### src/rtl/tcdm_traffic_gen.sv
// LFSR-driven random TCDM master with req/gnt handshake, response-timing check and statistics.
// Optional write traffic is compiled in with the TCDM_TGEN_WRITE_EN macro (reads only otherwise).
//
// state | meaning
// IDLE  | after reset, waiting for start_i
// RUN   | LFSR advances each cycle, requests drawn against prob_i
// DRAIN | no new requests; waits for the pending grant and last read response
// DONE  | run finished, statistics frozen until the next start_i
module tcdm_traffic_gen #(
  parameter int          AddrWidth   = 32,
  parameter int          DataWidth   = 32,
  parameter int          NumBanks    = 32,
  parameter int          MemAddrBits = 12,
  parameter int          ProbWidth   = 10,
  parameter logic [31:0] LfsrSeed    = 32'hACE1_2345,
  parameter int          CntWidth    = 32
) (
  input  logic                   clk_i,
  input  logic                   rst_i,
  input  logic                   start_i,
  input  logic                   stop_i,
  input  logic [CntWidth-1:0]    num_req_i,
  input  logic [ProbWidth:0]     prob_i,
  output logic                   req_o,
  output logic [AddrWidth-1:0]   add_o,
  output logic                   wen_o,
  output logic [DataWidth-1:0]   wdata_o,
  output logic [DataWidth/8-1:0] be_o,
  input  logic                   gnt_i,
  input  logic                   rvld_i,
  input  logic [DataWidth-1:0]   rdata_i,
  output logic                   busy_o,
  output logic                   done_o,
  output logic                   err_o,
  output logic [CntWidth-1:0]    issued_cnt_o,
  output logic [CntWidth-1:0]    gnt_cnt_o,
  output logic [CntWidth-1:0]    wait_cnt_o
);

  localparam int AddrWordOff = $clog2(DataWidth / 8);
  localparam int BankBits    = $clog2(NumBanks);
  localparam int SliceW      = MemAddrBits + BankBits;
  localparam logic [31:0]         Taps   = 32'h8020_0003;
  localparam logic [CntWidth-1:0] CntMax = '1;
  localparam logic [CntWidth-1:0] CntOne = CntWidth'(1);

  typedef enum logic [1:0] {IDLE, RUN, DRAIN, DONE} state_e;

  state_e                 state;
  logic [31:0]            lfsr;
  logic                   rvld_exp;
  logic [CntWidth-1:0]    issued_cnt, gnt_cnt, wait_cnt;

  logic                   granted, slot_free, draw_hit, run_end;
  logic [31:0]            lfsr_nxt;
  logic [AddrWidth-1:0]   add_nxt;
  logic                   wen_nxt;
  logic [DataWidth-1:0]   wdata_nxt;
  logic [DataWidth/8-1:0] be_nxt;
  logic                   rdata_unused;

  assign granted   = req_o & gnt_i;
  assign slot_free = ~req_o | gnt_i;
  assign draw_hit  = ({1'b0, lfsr[ProbWidth-1:0]} < prob_i);
  assign run_end   = stop_i | (issued_cnt >= num_req_i);
  assign lfsr_nxt  = lfsr[0] ? ((lfsr >> 1) ^ Taps) : (lfsr >> 1);
  assign add_nxt   = AddrWidth'({lfsr[31 -: SliceW], {AddrWordOff{1'b0}}});

`ifdef TCDM_TGEN_WRITE_EN
  localparam int Reps = (DataWidth + 31) / 32;
  assign wen_nxt   = lfsr[0];
  assign wdata_nxt = DataWidth'({Reps{lfsr}});
  assign be_nxt    = '1;
`else
  assign wen_nxt   = 1'b0;
  assign wdata_nxt = '0;
  assign be_nxt    = '0;
`endif

  // Read data content is not checked, only its timing.
  assign rdata_unused = ^rdata_i;

  always_ff @(posedge clk_i) begin
    if (rst_i) begin
      state      <= IDLE;
      lfsr       <= LfsrSeed;
      req_o      <= 1'b0;
      add_o      <= '0;
      wen_o      <= 1'b0;
      wdata_o    <= '0;
      be_o       <= '0;
      rvld_exp   <= 1'b0;
      err_o      <= 1'b0;
      issued_cnt <= '0;
      gnt_cnt    <= '0;
      wait_cnt   <= '0;
    end else begin
      rvld_exp <= granted & ~wen_o;
      if (rvld_i != rvld_exp) err_o <= 1'b1;
      if (state == RUN || state == DRAIN) begin
        if (granted && gnt_cnt != CntMax) gnt_cnt <= gnt_cnt + CntOne;
        if (req_o && !gnt_i && wait_cnt != CntMax) wait_cnt <= wait_cnt + CntOne;
      end
      if (granted) req_o <= 1'b0;
      case (state)
        IDLE, DONE: begin
          if (start_i) begin
            state      <= RUN;
            issued_cnt <= '0;
            gnt_cnt    <= '0;
            wait_cnt   <= '0;
            err_o      <= 1'b0;
          end
        end
        RUN: begin
          lfsr <= lfsr_nxt;
          if (run_end) begin
            state <= DRAIN;
          end else if (slot_free && draw_hit) begin
            // A granted cycle may load the next request back-to-back.
            req_o   <= 1'b1;
            add_o   <= add_nxt;
            wen_o   <= wen_nxt;
            wdata_o <= wdata_nxt;
            be_o    <= be_nxt;
            if (issued_cnt != CntMax) issued_cnt <= issued_cnt + CntOne;
          end
        end
        DRAIN: begin
          if (!req_o && !rvld_exp) state <= DONE;
        end
        default: state <= IDLE;
      endcase
    end
  end

  assign busy_o       = (state == RUN) || (state == DRAIN);
  assign done_o       = (state == DONE);
  assign issued_cnt_o = issued_cnt;
  assign gnt_cnt_o    = gnt_cnt;
  assign wait_cnt_o   = wait_cnt;

endmodule

### config.mk
export PLATFORM = sky130hd
export DESIGN_NAME = tcdm_traffic_gen
export DESIGN_NICKNAME = d
export VERILOG_FILES = /design/src/rtl/tcdm_traffic_gen.sv
export SDC_FILE = /design/constraint.sdc
export NUM_CORES = 1
export LEC_CHECK = 0
export BUFFER_PORTS_ARGS = -buffer_cell sky130_fd_sc_hd__buf_4
export CELL_PAD_IN_SITES_DETAIL_PLACEMENT = 0
export CELL_PAD_IN_SITES_GLOBAL_PLACEMENT = 1
export CORE_AREA = 2 2 146 148
export DETAILED_ROUTE_END_ITERATION = 10
export DIE_AREA = 0 0 148 150
export GPL_ROUTABILITY_DRIVEN = 0
export PLACE_DENSITY_LB_ADDON = 0.1
export SLEW_MARGIN = 20
export SYNTH_ARGS = -nofsm -noshare
export SYNTH_HDL_FRONTEND = slang
export SYNTH_SLANG_ARGS = --single-unit
### constraint.sdc
create_clock -name clk_i -period 7.65 [get_ports clk_i]
set_input_delay 1.1475 -clock clk_i [delete_from_list [all_inputs] [get_ports clk_i]]
set_output_delay 1.1475 -clock clk_i [all_outputs]
set_load 0.02 [all_outputs]
==> results.py <==
metrics = {
    "floorplanning": {
        "rows": 53,
        "core_um2": 20690,
        "die_w_um": 148,
        "start_util": 0.4031,
        "die_h_um": 150,
        "ioPinCount": 250,
        "die_area_um2": 22200,
    },
    "critical_path": {
        "crit_chain": "buf_4, inv_1, ha_1, and4_1, nand4_1, a2111oi_1, o31a_1, nor3_4, nand3_2, or2_1, o32ai_1",
        "critPathArrivalTime_ns": 4.11,
        "worst-setup-path-type": "primary input to flop",
        "cp_max_fo": 23,
        "slowest_delay_ns": 0.82,
        "cp-end-kind": "flop",
        "worstPathRequired_ns": 7.92,
        "crit_buf_inv": 2,
        "cp_top_family": "simple AND/OR/NAND/NOR gates",
        "reg2reg_slack_ns": 4.16,
        "slowest_stage": "or2_1",
        "start_kind": "primary input",
    },
    "routing": {
        "drtIter0Drc": 406,
        "drt_pre_antenna_iters": 5,
        "route.antenna.remaining_nets": 0,
        "drc": 0,
        "viasPerCell": 5.270,
        "totalWireLength_um": 21290,
        "dr_total_vias": 7378,
        "wl_per_cell_um": 15.21,
    },
    "timing": {
        "rsz0062_at_grt": "false",
        "fin_setup_tns_ns": 0,
        "fmax_mhz": 260.4,
        "maxSlewHeadroom": 0.2898,
        "finalCritPeriodShare": 0.5019,
        "fin_crit_ns": 3.840,
        "final-setup-viol-count": 0,
        "hold_viol_final": 0,
        "worst_clock_skew_ns": 0.01279,
        "worst_slew_pin_slew_ns": 1.065,
        "setup_ws_ns": 3.810,
        "hold-worst-slack_ns": 0.4830,
        "slew_viol_final": 0,
    },
    "logic_synthesis": {
        "synth-seq-cells": 150,
        "synth-edff-count": 0,
        "yosysWarnings": 0,
        "avgSynthCellArea_um2": 8.624,
        "synthFlopType": "dfxtp_1",
        "synth_cells": 967,
        "async_flop_share": 0,
        "yosysSeqAreaShare": 0.3601,
        "netlist_area_um2": 8339,
        "synth_cell_types": 76,
    },
    "flow_run": {
        "drv_cap": 0,
    },
    "placed_design": {
        "dp_cells": 1369,
        "pre_cts_ws_ns": 3.377,
        "hpwl_um": 14520,
        "port-buffer-count": 165,
    },
    "global_routing": {
        "grt_use_total": 0.1890,
        "grt_pass1_wl_um": 34330,
        "grt-ovfl-total": 0,
        "first_global_vias": 6692,
        "antenna_found_initial": 0,
        "grt_max_degree": 94,
    },
    "cts": {
        "htree_levels": 4,
        "tritoncts": "yes",
        "cts_resized": 0,
        "worstSkewPairLatency_ns": 0.42,
        "cts_buffers": 17,
        "clkTransAtPathRegs_ns": 0.07,
        "holdBufCountCts": 0,
        "clk_path_buf_depth": 2,
        "numClockSinks": 150,
        "cts_setup_buffers": 0,
        "cts_root_buf": "clkbuf_16",
    },
    "outcome": {
        "status": "finished, final reports clean",
    },
    "layout": {
        "final_nets": 1242,
        "stdcell_count": 1400,
        "final_common_cell": "buf_4",
        "antenna_cells": 0,
        "syn_to_final_growth_pct": 21.85,
        "drive_gt1_frac": 0.2062,
        "most-common-layout-cells": "buf_4 (170), dfxtp_1 (150), nor2_1 (84)",
    },
    "pwr": {
        "p_per_area_nw_per_um2": 233.9,
        "ir_drop_uv": 188.5,
        "leakagePower_nw": 4.279,
    },
    "min_path": {
        "hp-class": "flop to flop",
    },
}
logic make-up after synthesis:
kind of cell / synth area share
simple gates: 0.2192
buf+inv: 0.09632
xor+xnor: 0.02311
flops: 0.3601
fa+ha+maj: 0.07202
mux: 0.06392
compound gates: 0.1649
other cells: 0.0004497
worst min-delay path: stages, from the launching register on:
cell and delay [ns]:
dfxtp_1 0.33, nor2_1 0.05, nor2_1 0.07
path summary, 6_finish.rpt:
| kind | startpoint | end | cells past startpoint |
|---|---|---|---|
| worst min-delay path | err_o$_SDFF_PP0_ | err_o$_SDFF_PP0_ | 2 |
| worst max register to register | issued_cnt_o[0]$_SDFFE_PP0P_ | issued_cnt_o[16]$_SDFFE_PP0P_ | 10 |
| worst min register to register | err_o$_SDFF_PP0_ | err_o$_SDFF_PP0_ | 2 |
| worst max-delay path | num_req_i[14] | issued_cnt_o[3]$_SDFFE_PP0P_ | 11 |
synth_stat cells, drive strengths merged (3+ instances only):
library cell / number / area (µm²)
a211oi: 5 / 42.54
a21boi: 4 / 45.04
a21o: 5 / 37.54
a21oi: 30 / 150.1
a31o: 3 / 26.28
a31oi: 13 / 81.33
and2: 13 / 81.33
and3: 17 / 106.4
and4: 8 / 70.07
buf: 63 / 469.2
clkbuf: 31 / 116.4
dfxtp: 150 / 3003
ha: 48 / 600.6
inv: 58 / 217.7
mux2i: 51 / 510.5
nand2: 78 / 295.3
nand2b: 6 / 45.04
nand3: 75 / 380.4
nand4: 28 / 187.7
nand4b: 3 / 26.28
nor2: 87 / 347.8
nor3: 11 / 66.32
nor4: 6 / 58.80
nor4b: 4 / 35.03
o211ai: 25 / 187.7
o21ai: 24 / 120.1
o311ai: 12 / 105.1
o31ai: 37 / 292.8
o41ai: 11 / 96.34
or2: 5 / 31.28
or3: 6 / 37.54
or4: 3 / 26.27
xnor2: 8 / 70.07
xor2: 14 / 122.6
power breakdown:
group / internal (mW) / leakage (nW) / switching [mW]
clock network: 0.489 / 0.285 / 0.368
registers: 0.847 / 1.21 / 0.0517
logic: 0.222 / 2.78 / 0.398
total: 1.56 / 4.28 / 0.818
registers in the layout, indices dropped and copies added, names as in the netlist:
register      count
issued_cnt_o     32
state             2
add_o            17
req_o             1
gnt_cnt_o        32
wait_cnt_o       32
lfsr             32
rvld_exp          1
err_o             1
layer usage:
metal,GRT usage,vias up,part of all wire
met5,0,-,0
met3,0.05274,10,0.057
li1,-,3714,-
met1,0.2556,3487,0.47
met4,0.03762,0,0.0074
met2,0.3032,167,0.46
stage by stage:
stage | power, mW | instance area, µm² | utilization
floorplan | 1.380 | 8531 | -
global placement | 1.539 | 9572 | 0.4626
detailed placement | 1.541 | 9572 | 0.4626
CTS | 2.406 | 10160 | 0.4911
global route | 2.506 | 10160 | 0.4911
finish | 2.377 | 10160 | 0.4911
area by class of cell:
type | instances | area [µm²]
clock buffers | 17 | 425.4
clock inverters | 14 | 163.9
fillers | 2060 | 10530
inverters | 58 | 217.7
multi-input cells | 716 | 4731
flip-flops and latches | 150 | 3003
well taps | 275 | 344.1
repair buffers | 170 | 1276
Note: power is estimated with default switching activity, not from simulation.
